<file path="config.mk">
export PLATFORM = sky130hd
export DESIGN_NAME = npc_unit
export DESIGN_NICKNAME = d
export VERILOG_FILES = /design/src/rtl/npc_unit.sv
export SDC_FILE = /design/constraint.sdc
export NUM_CORES = 1
export LEC_CHECK = 0
export ABC_AREA = 1
export CORE_MARGIN = 2
export CORE_UTILIZATION = 54
export DETAILED_ROUTE_END_ITERATION = 10
export GPL_TIMING_DRIVEN = 1
export PLACE_DENSITY = 0.87
export SYNTH_ARGS = -nofsm -noshare
export SYNTH_HDL_FRONTEND = slang
export SYNTH_SLANG_ARGS = --single-unit
</file>
<file path="constraint.sdc">
create_clock -name clk -period 11.2 [get_ports clk]
set_clock_uncertainty 0.15 [all_clocks]
set_input_delay 1.12 -clock clk [delete_from_list [all_inputs] [get_ports clk]]
set_output_delay 1.12 -clock clk [all_outputs]
set_load 0.005 [all_outputs]
</file>
<file path="src/rtl/npc_unit.sv">
// Registered IF-stage program counter: next-PC selection, EPC, misaligned-jr trap
// and a circular return-address stack for jal / jr $ra prediction.
module npc_unit #(
  parameter int unsigned WIDTH      = 32,
  parameter logic [WIDTH-1:0] RESET_PC   = 32'h0000_3000,
  parameter logic [WIDTH-1:0] EXC_VECTOR = 32'h0000_4180,
  parameter int unsigned RAS_DEPTH  = 4
) (
  input  logic             clk,
  input  logic             reset,
  input  logic             stall,
  input  logic             branch,
  input  logic [WIDTH-1:0] br_pc,
  input  logic [WIDTH-1:0] boffset,
  input  logic             jump,
  input  logic [WIDTH-1:0] jaddr,
  input  logic             jr,
  input  logic [WIDTH-1:0] jr_target,
  input  logic             exc,
  input  logic             eret,
  input  logic             ras_push,
  input  logic [WIDTH-1:0] ras_push_data,
  input  logic             ras_pop,
  output logic [WIDTH-1:0] pc,
  output logic [WIDTH-1:0] pc_plus4,
  output logic [WIDTH-1:0] pc_plus8,
  output logic [WIDTH-1:0] epc,
  output logic             addr_err,
  output logic [WIDTH-1:0] ras_top,
  output logic             ras_empty,
  output logic             ras_full
);

  localparam int unsigned PW = (RAS_DEPTH > 1) ? $clog2(RAS_DEPTH) : 1;
  localparam logic [PW:0] DEPTH_C = (PW+1)'(RAS_DEPTH);

  logic [WIDTH-1:0] pc_nxt;
  logic [WIDTH-1:0] epc_nxt;
  logic             err_nxt;
  logic [WIDTH-1:0] br_target;

  logic [WIDTH-1:0] ras_mem [RAS_DEPTH];
  logic [PW-1:0]    ras_ptr;
  logic [PW:0]      ras_cnt;
  logic [PW-1:0]    ras_ptr_m1;

  assign pc_plus4  = pc + WIDTH'(4);
  assign pc_plus8  = pc + WIDTH'(8);
  // The shift drops the top two offset bits; everything wraps modulo 2^WIDTH.
  assign br_target = br_pc + WIDTH'(4) + {boffset[WIDTH-3:0], 2'b00};

  // Next-PC priority: exc > eret > stall > jump > jr (trap if misaligned) > branch > +4.
  always_comb begin
    pc_nxt  = pc_plus4;
    epc_nxt = epc;
    err_nxt = 1'b0;
    if (exc) begin
      pc_nxt  = EXC_VECTOR;
      epc_nxt = pc;
    end else if (eret) begin
      pc_nxt  = epc;
    end else if (stall) begin
      pc_nxt  = pc;
    end else if (jump) begin
      pc_nxt  = jaddr;
    end else if (jr) begin
      if (jr_target[1:0] != 2'b00) begin
        pc_nxt  = EXC_VECTOR;
        epc_nxt = jr_target;
        err_nxt = 1'b1;
      end else begin
        pc_nxt  = jr_target;
      end
    end else if (branch) begin
      pc_nxt  = br_target;
    end
  end

  always_ff @(posedge clk) begin
    if (reset) begin
      pc       <= RESET_PC;
      epc      <= '0;
      addr_err <= 1'b0;
    end else begin
      pc       <= pc_nxt;
      epc      <= epc_nxt;
      addr_err <= err_nxt;
    end
  end

  assign ras_ptr_m1 = ras_ptr - PW'(1);
  assign ras_empty  = (ras_cnt == '0);
  assign ras_full   = (ras_cnt == DEPTH_C);
  assign ras_top    = ras_empty ? '0 : ras_mem[ras_ptr_m1];

  // Circular stack: when full, a push overwrites the oldest entry.
  always_ff @(posedge clk) begin
    if (reset) begin
      ras_ptr <= '0;
      ras_cnt <= '0;
      for (int i = 0; i < int'(RAS_DEPTH); i++) ras_mem[i] <= '0;
    end else if (ras_push && (!ras_pop || ras_empty)) begin
      ras_mem[ras_ptr] <= ras_push_data;
      ras_ptr          <= ras_ptr + PW'(1);
      if (!ras_full) ras_cnt <= ras_cnt + (PW+1)'(1);
    end else if (ras_push && ras_pop) begin
      ras_mem[ras_ptr_m1] <= ras_push_data;
    end else if (ras_pop && !ras_empty) begin
      ras_ptr <= ras_ptr_m1;
      ras_cnt <= ras_cnt - (PW+1)'(1);
    end
  end

endmodule

</file>
==> results of run 1 <==
[synthesized netlist by cell type, types with 15 or more instances]
master,n
nand3_1,61
clkbuf_1,65
a21oi_1,82
edfxtp_1,128
o21ai_0,74
nor3_1,15
ha_1,59
inv_1,229
xor2_1,45
a22o_1,34
nand2_1,605
nor2_1,245
dfxtp_1,70
a31oi_1,64
[per-layer routing]
metal | share of wire [%] | vias to the layer above | global-route usage (%)
met5 | 0.025 | - | 0
met4 | 5.4 | 2 | 20.1
met3 | 11 | 179 | 8.65
met2 | 46 | 982 | 66.2
met1 | 37 | 6503 | 47.1
li1 | - | 6595 | -
[worst max-delay path, stage by stage, from the launching register on]
cell,delay [ps]
dfxtp_1,750
ha_1,290
nand3_1,310
nor2_1,280
nand2_1,160
nor2_1,380
nand2_1,130
xor2_1,350
clkdlybuf4s50_1,590
[logic make-up (layout without fill, tap and decap cells)]
kind of cell | Yosys count | after routing
flip-flops | 198 | 198
AND/OR/NAND/NOR | 961 | 961
XOR/XNOR | 49 | 49
adder cells (fa/ha/maj) | 61 | 61
buffers and inverters | 317 | 617
AO/OA/AOI/OAI | 277 | 277
[path summary, 6_finish.rpt]
kind	startpoint	to	slack (ps)	cells after the start
worst max-delay path	pc[2]	pc_plus4[20]	6240	8
worst min-delay path	epc[2]	pc[2]	360	2
worst max register to register	ras_ptr[0]	ras_mem[0][19]	7450	8
worst min register to register	epc[2]	pc[2]	360	2
[through the flow]
step | hold slack (ps) | std cells | utilization [%] | power, mW
6_report | 361 | 2487 | 71.9 | 2.40
5_1_grt | 388 | 2487 | 71.9 | 2.48
4_1_cts | 356 | 2487 | 71.9 | 2.38
3_5_place_dp | 340 | 2455 | 69.2 | 1.71
3_3_place_gp | 339 | 2455 | 69.2 | 1.70
2_1_floorplan | 322 | 1863 | - | 1.33
[cell type report]
cell class                 instances  area, sq um  share of cell area [%]
clock buffer                      17          425                    2.45
clock inverter                    15          230                    1.33
inverter                         234          878                    5.07
sequential                       198         5250                    30.2
multi-input combinational       1348         6700                    38.6
tap                              324          405                    2.34
timing repair buffer             351         3460                    20.0
[sequential cells by signal, indices dropped and copies added, names as in the netlist, named ones only]
signal	flops
addr_err	1
epc	32
pc	30
ras_mem	128
ras_ptr	2
ras_cnt	3
[where the power goes]
group,switching (mW),internal [mW]
Clock,0.359,0.320
Sequential,0.0513,0.875
Combinational,0.454,0.336
==> impl_metrics.csv, run 1 <==
group,metric,value,unit
layout,area_delta_synth_final,31.7,%
synth,synth_compound_area_share,12.5,%
floorplan,io-pin-count,333,
pwr,peakVddDrop,0.116,mV
route,vias_per_cell,5.73,
layout,diodes,0,
synth,synth_seq_cells,198,
synth,synth-main-ff-cell,"edfxtp_1",
sta,fin_crit_sh,44.3,%
route,vias,14300,
critical_path,crit_required,9930,ps
clock_tree,clock_latency,450,ps
route,initialDrtViolationCount,1521,
pwr,leakagePower,7.55,nW
sta,hold_violations,0,
synth,async_flop_share,0,%
worst_hold_path,hp-class,"register to register",
synth,synth_top_area_cell,"edfxtp_1",
placed_design,dpl-instance-area,0.0167,sq mm
placed_design,portBuffers,330,
synth,avgSynthCellArea,7.07,sq um
clock_tree,numCtsBuffers,17,
flow_run,drv_cap,0,
synth,syn_nets,2094,
pwr,p_per_area,138,mW/mm^2
sta,grt_setup_unrepaired,"no",
sta,finalSetupViolations,0,
synth,synth-xor-area-share,3.26,%
global_routing,grt_pass1_vias,13800,
critical_path,worstSetupPathType,"register to output port",
clock_tree,post_cts_buffers,0,
layout,layout.nets,2381,
layout,fin_area,0.0173,sq mm
critical_path,critPathLaunchType,"register",
sta,relSlewSlack,15.3,%
sta,worstMarginPinSlew,1270,ps
layout,drive_gt1_share,3.19,%
route,wl_per_cell,20.6,microns
sta,period_needed,4960,ps
route,drc,0,
sta,postLayoutSetupSlackWorst,6240,ps
sta,fmax,0.201,GHz
critical_path,worstPathMaxFanout,11,
synth,synth_top_family_by_area,"simple AND/OR/NAND/NOR gates",
global_routing,grt_use_total,39.2,%
synth,synth_enable_flop_cells,128,
clock_tree,hold_buffers,0,
synth,netlist_top_cells_area,"edfxtp_1 (29%), nand2_1 (17%), dfxtp_1 (11%), nor2_1 (7.0%), inv_1 (6.5%)",
floorplan,start_util,54.6,%
layout,final_cell_mix,"nand2_1 (604), clkdlybuf4s50_1 (330), nor2_1 (242)",
critical_path,endpoint_kind,"output port",
route,route.antenna.remaining_nets,0,
route,routed_wl,51.3,mm
global_routing,grt_pass1_wl,77.0,mm
floorplan,die_y,160,microns
global_routing,grt_overflow_total,0,
critical_path,cp.arrival,3690,ps
synth,synthSimpleGateAreaFrac,29.0,%
synth,synth_top_area_share,29.2,%
route,drtPass1Iterations,5,
clock_tree,cts_tree,"done",
synth,syn_inst,1863,
floorplan,core,0.0241,sq mm
floorplan,fp.dieW,160,microns
clock_tree,clk_pin_slew,90,ps
placed_design,place_ws,6770,ps
clock_tree,clk_path_buf_depth,2,
synth,ys_warn_count,0,
placed_design,dpl.hpwl,38.0,mm
global_routing,antenna_found_initial,1,
synth,syn-cell-area,0.0132,sq mm
clock_tree,ctsRootBufferMaster,"clkbuf_16",
clock_tree,numClockSinks,198,
synth,ys_seq_area_share,39.8,%
floorplan,placementRows,57,
placed_design,finalWeightedCongestion,1.02,
clock_tree,h-tree-depth,4,
clock_tree,ctsResizeCount,0,
layout,n_fill_cell,2011,
synth,yosysUniqueCellTypes,43,
sta,finalSetupTns,0,ps
synth,yosys-mux-area-fraction,0,%
global_routing,grt_max_degree,44,
synth,synthAdderAreaFrac,5.91,%
floorplan,design.die.area,0.0256,sq mm
layout,final_common_cell,"nand2_1",
sta,slew_violations,0,
outcome,outcome,"complete, no violations",
Power figures use the tool's default switching activity.
==> run 2: changes to the inputs <==
Settings changed: CORE_UTILIZATION 54 to 50, PLACE_DENSITY 0.87 to 0.81.
Clock period 11.2 ns to 5 ns, I/O delays scaled along.
==> impl_metrics.csv, run 2 (synthesis results as in run 1) <==
group,metric,value,unit
layout,largest-register,"ras_mem",
sta,period_needed,4360,ps
pwr,p_int,3.43,mW
placed_design,finalWeightedCongestion,0.993,
global_routing,grt_pass1_vias,13600,
clock_tree,hold_buffers,0,
sta,finalSetupTns,0,ps
outcome,outcome,"complete, no violations",
critical_path,crit_required,4350,ps
route,drtPass1Iterations,6,
floorplan,placementRows,59,
placed_design,portBuffers,330,
critical_path,crit_family,"simple AND/OR/NAND/NOR gates",
route,initialDrtViolationCount,1792,
pwr,leakagePower,7.57,nW
sta,hold_violations,0,
critical_path,reg2reg_from,"pc[2]",
layout,area_delta_synth_final,32.1,%
critical_path,cpPeakStageDelay,770,ps
placed_design,dpl.hpwl,39.1,mm
pwr,p_clk_share,28.4,%
sta,grt_setup_unrepaired,"no",
sta,fin_crit_sh,87.1,%
pwr,p_sw,1.94,mW
sta,whs,361,ps
clock_tree,cts_tree,"done",
layout,drive_gt1_share,3.41,%
pwr,peakVddDrop,0.240,mV
layout,final_common_cell,"nand2_1",
sta,slew_violations,0,
clock_tree,numClockSinks,198,
route,vias,14200,
worst_hold_path,hp-class,"register to register",
clock_tree,h-tree-depth,4,
sta,fmax,0.230,GHz
route,vias_per_cell,5.67,
critical_path,critPathLaunchType,"register",
route,routed_wl,51.9,mm
sta,relSlewSlack,12.3,%
route,route.antenna.remaining_nets,0,
global_routing,grt_overflow_total,0,
pwr,seqPwrFrac,38.4,%
layout,layout.nets,2386,
global_routing,antenna_found_initial,2,
layout,reg_top3,"ras_mem: 128 flops, epc: 32 flops, pc: 30 flops",
clock_tree,clock_latency,450,ps
critical_path,cp.arrival,3710,ps
critical_path,worstPathMaxFanout,11,
clock_tree,ctsResizeCount,0,
floorplan,start_util,50.7,%
critical_path,startpoint,"pc[2]",
floorplan,core,0.0260,sq mm
worst_hold_path,hp-start,"epc[2]",
critical_path,crit_buf_inv,1,
critical_path,reg2reg_slack,1710,ps
floorplan,fp.dieW,166,microns
critical_path,crit_chain,"ha_1, nand3_1, nor2_1, nand2_1, nor2_1, nand2_1, xor2_1, clkdlybuf4s50_1",
sta,finalSetupViolations,0,
pwr,power,5.37,mW
pwr,switching_share,36.1,%
route,wl_per_cell,20.7,microns
critical_path,worstSetupPathType,"register to output port",
route,drc,0,
pwr,p_comb_share,33.2,%
floorplan,io-pin-count,333,
critical_path,slowest_stage,"dfxtp_1",
clock_tree,numCtsBuffers,17,
pwr,p_per_area,309,mW/mm^2
clock_tree,ctsRootBufferMaster,"clkbuf_16",
sta,worstMarginPinSlew,1310,ps
global_routing,grt_use_total,36.6,%
global_routing,grt_pass1_wl,78.2,mm
floorplan,design.die.area,0.0276,sq mm
clock_tree,clk_pin_slew,90,ps
floorplan,die_y,166,microns
layout,final_cell_mix,"nand2_1 (604), clkdlybuf4s50_1 (330), nor2_1 (242)",
clock_tree,clk_path_buf_depth,2,
layout,largest_reg_flops,128,
flow_run,drv_cap,0,
global_routing,grt_max_degree,65,
critical_path,endpoint_kind,"output port",
clock_tree,post_cts_buffers,0,
[run 2: power by group through the flow]
stage	Clock (mW)	Combinational (mW)	Sequential, mW
6_report	1.53	1.78	2.06
5_1_grt	1.59	1.92	2.08
4_1_cts	1.52	1.77	2.06
3_5_place_dp	0	1.76	2.09
3_3_place_gp	0	1.73	2.08
2_1_floorplan	0	0.920	2.07
[run 2: layout make-up]
| type | instances | area [sq um] |
|---|---|---|
| diodes | 2 | 5.00 |
| clock buffers | 17 | 425 |
| clock inverters | 15 | 229 |
| fillers | 2284 | 8590 |
| inverters | 234 | 878 |
| multi-input cells | 1348 | 6700 |
| flip-flops and latches | 198 | 5250 |
| well taps | 335 | 419 |
| repair buffers | 356 | 3500 |
[run 2: through the flow]
step	setup slack (ps)	util, %	std cells	area [sq um]
after floorplan	1030	-	1863	13200
after global placement	1250	64.4	2471	16700
after CTS	800	66.9	2503	17400
after detailed placement	1120	64.4	2471	16700
final	644	66.9	2505	17400
after global routing	629	66.9	2504	17400
[run 2: worst reg2reg max path: cells and delay by family (launching register included)]
kind                     cells  cell delay [ps]
flip-flops                   1              770
XOR/XNOR                     1              260
adder cells (fa/ha/maj)      1              300
AND/OR/NAND/NOR              8             1610
AO/OA/AOI/OAI                1              110
[run 2: worst paths after layout]
check | depth (start not counted) | end
hold / removal | 2 | pc[2]
hold reg to reg | 2 | pc[2]
setup reg to reg | 11 | pc[20]
setup / recovery | 8 | pc_plus4[20]
[run 2: per-layer routing]
metal / wire (microns) / share of wire (%) / GRT usage (%) / vias to the layer above
met1: 19500 / 38 / 45.7 / 6525
li1: - / - / - / 6611
met2: 25100 / 48 / 63.1 / 935
met3: 5570 / 11 / 7.41 / 125
met4: 1700 / 3.3 / 13.2 / 0
met5: 0 / 0 / 0 / -
==> run 3: changes to the inputs <==
Settings changed: CTS_CLUSTER_SIZE set to 16, SLEW_MARGIN set to 10.
==> results of run 3 <==
No change in the layout: final DEF, timing and power equal those of run 2.
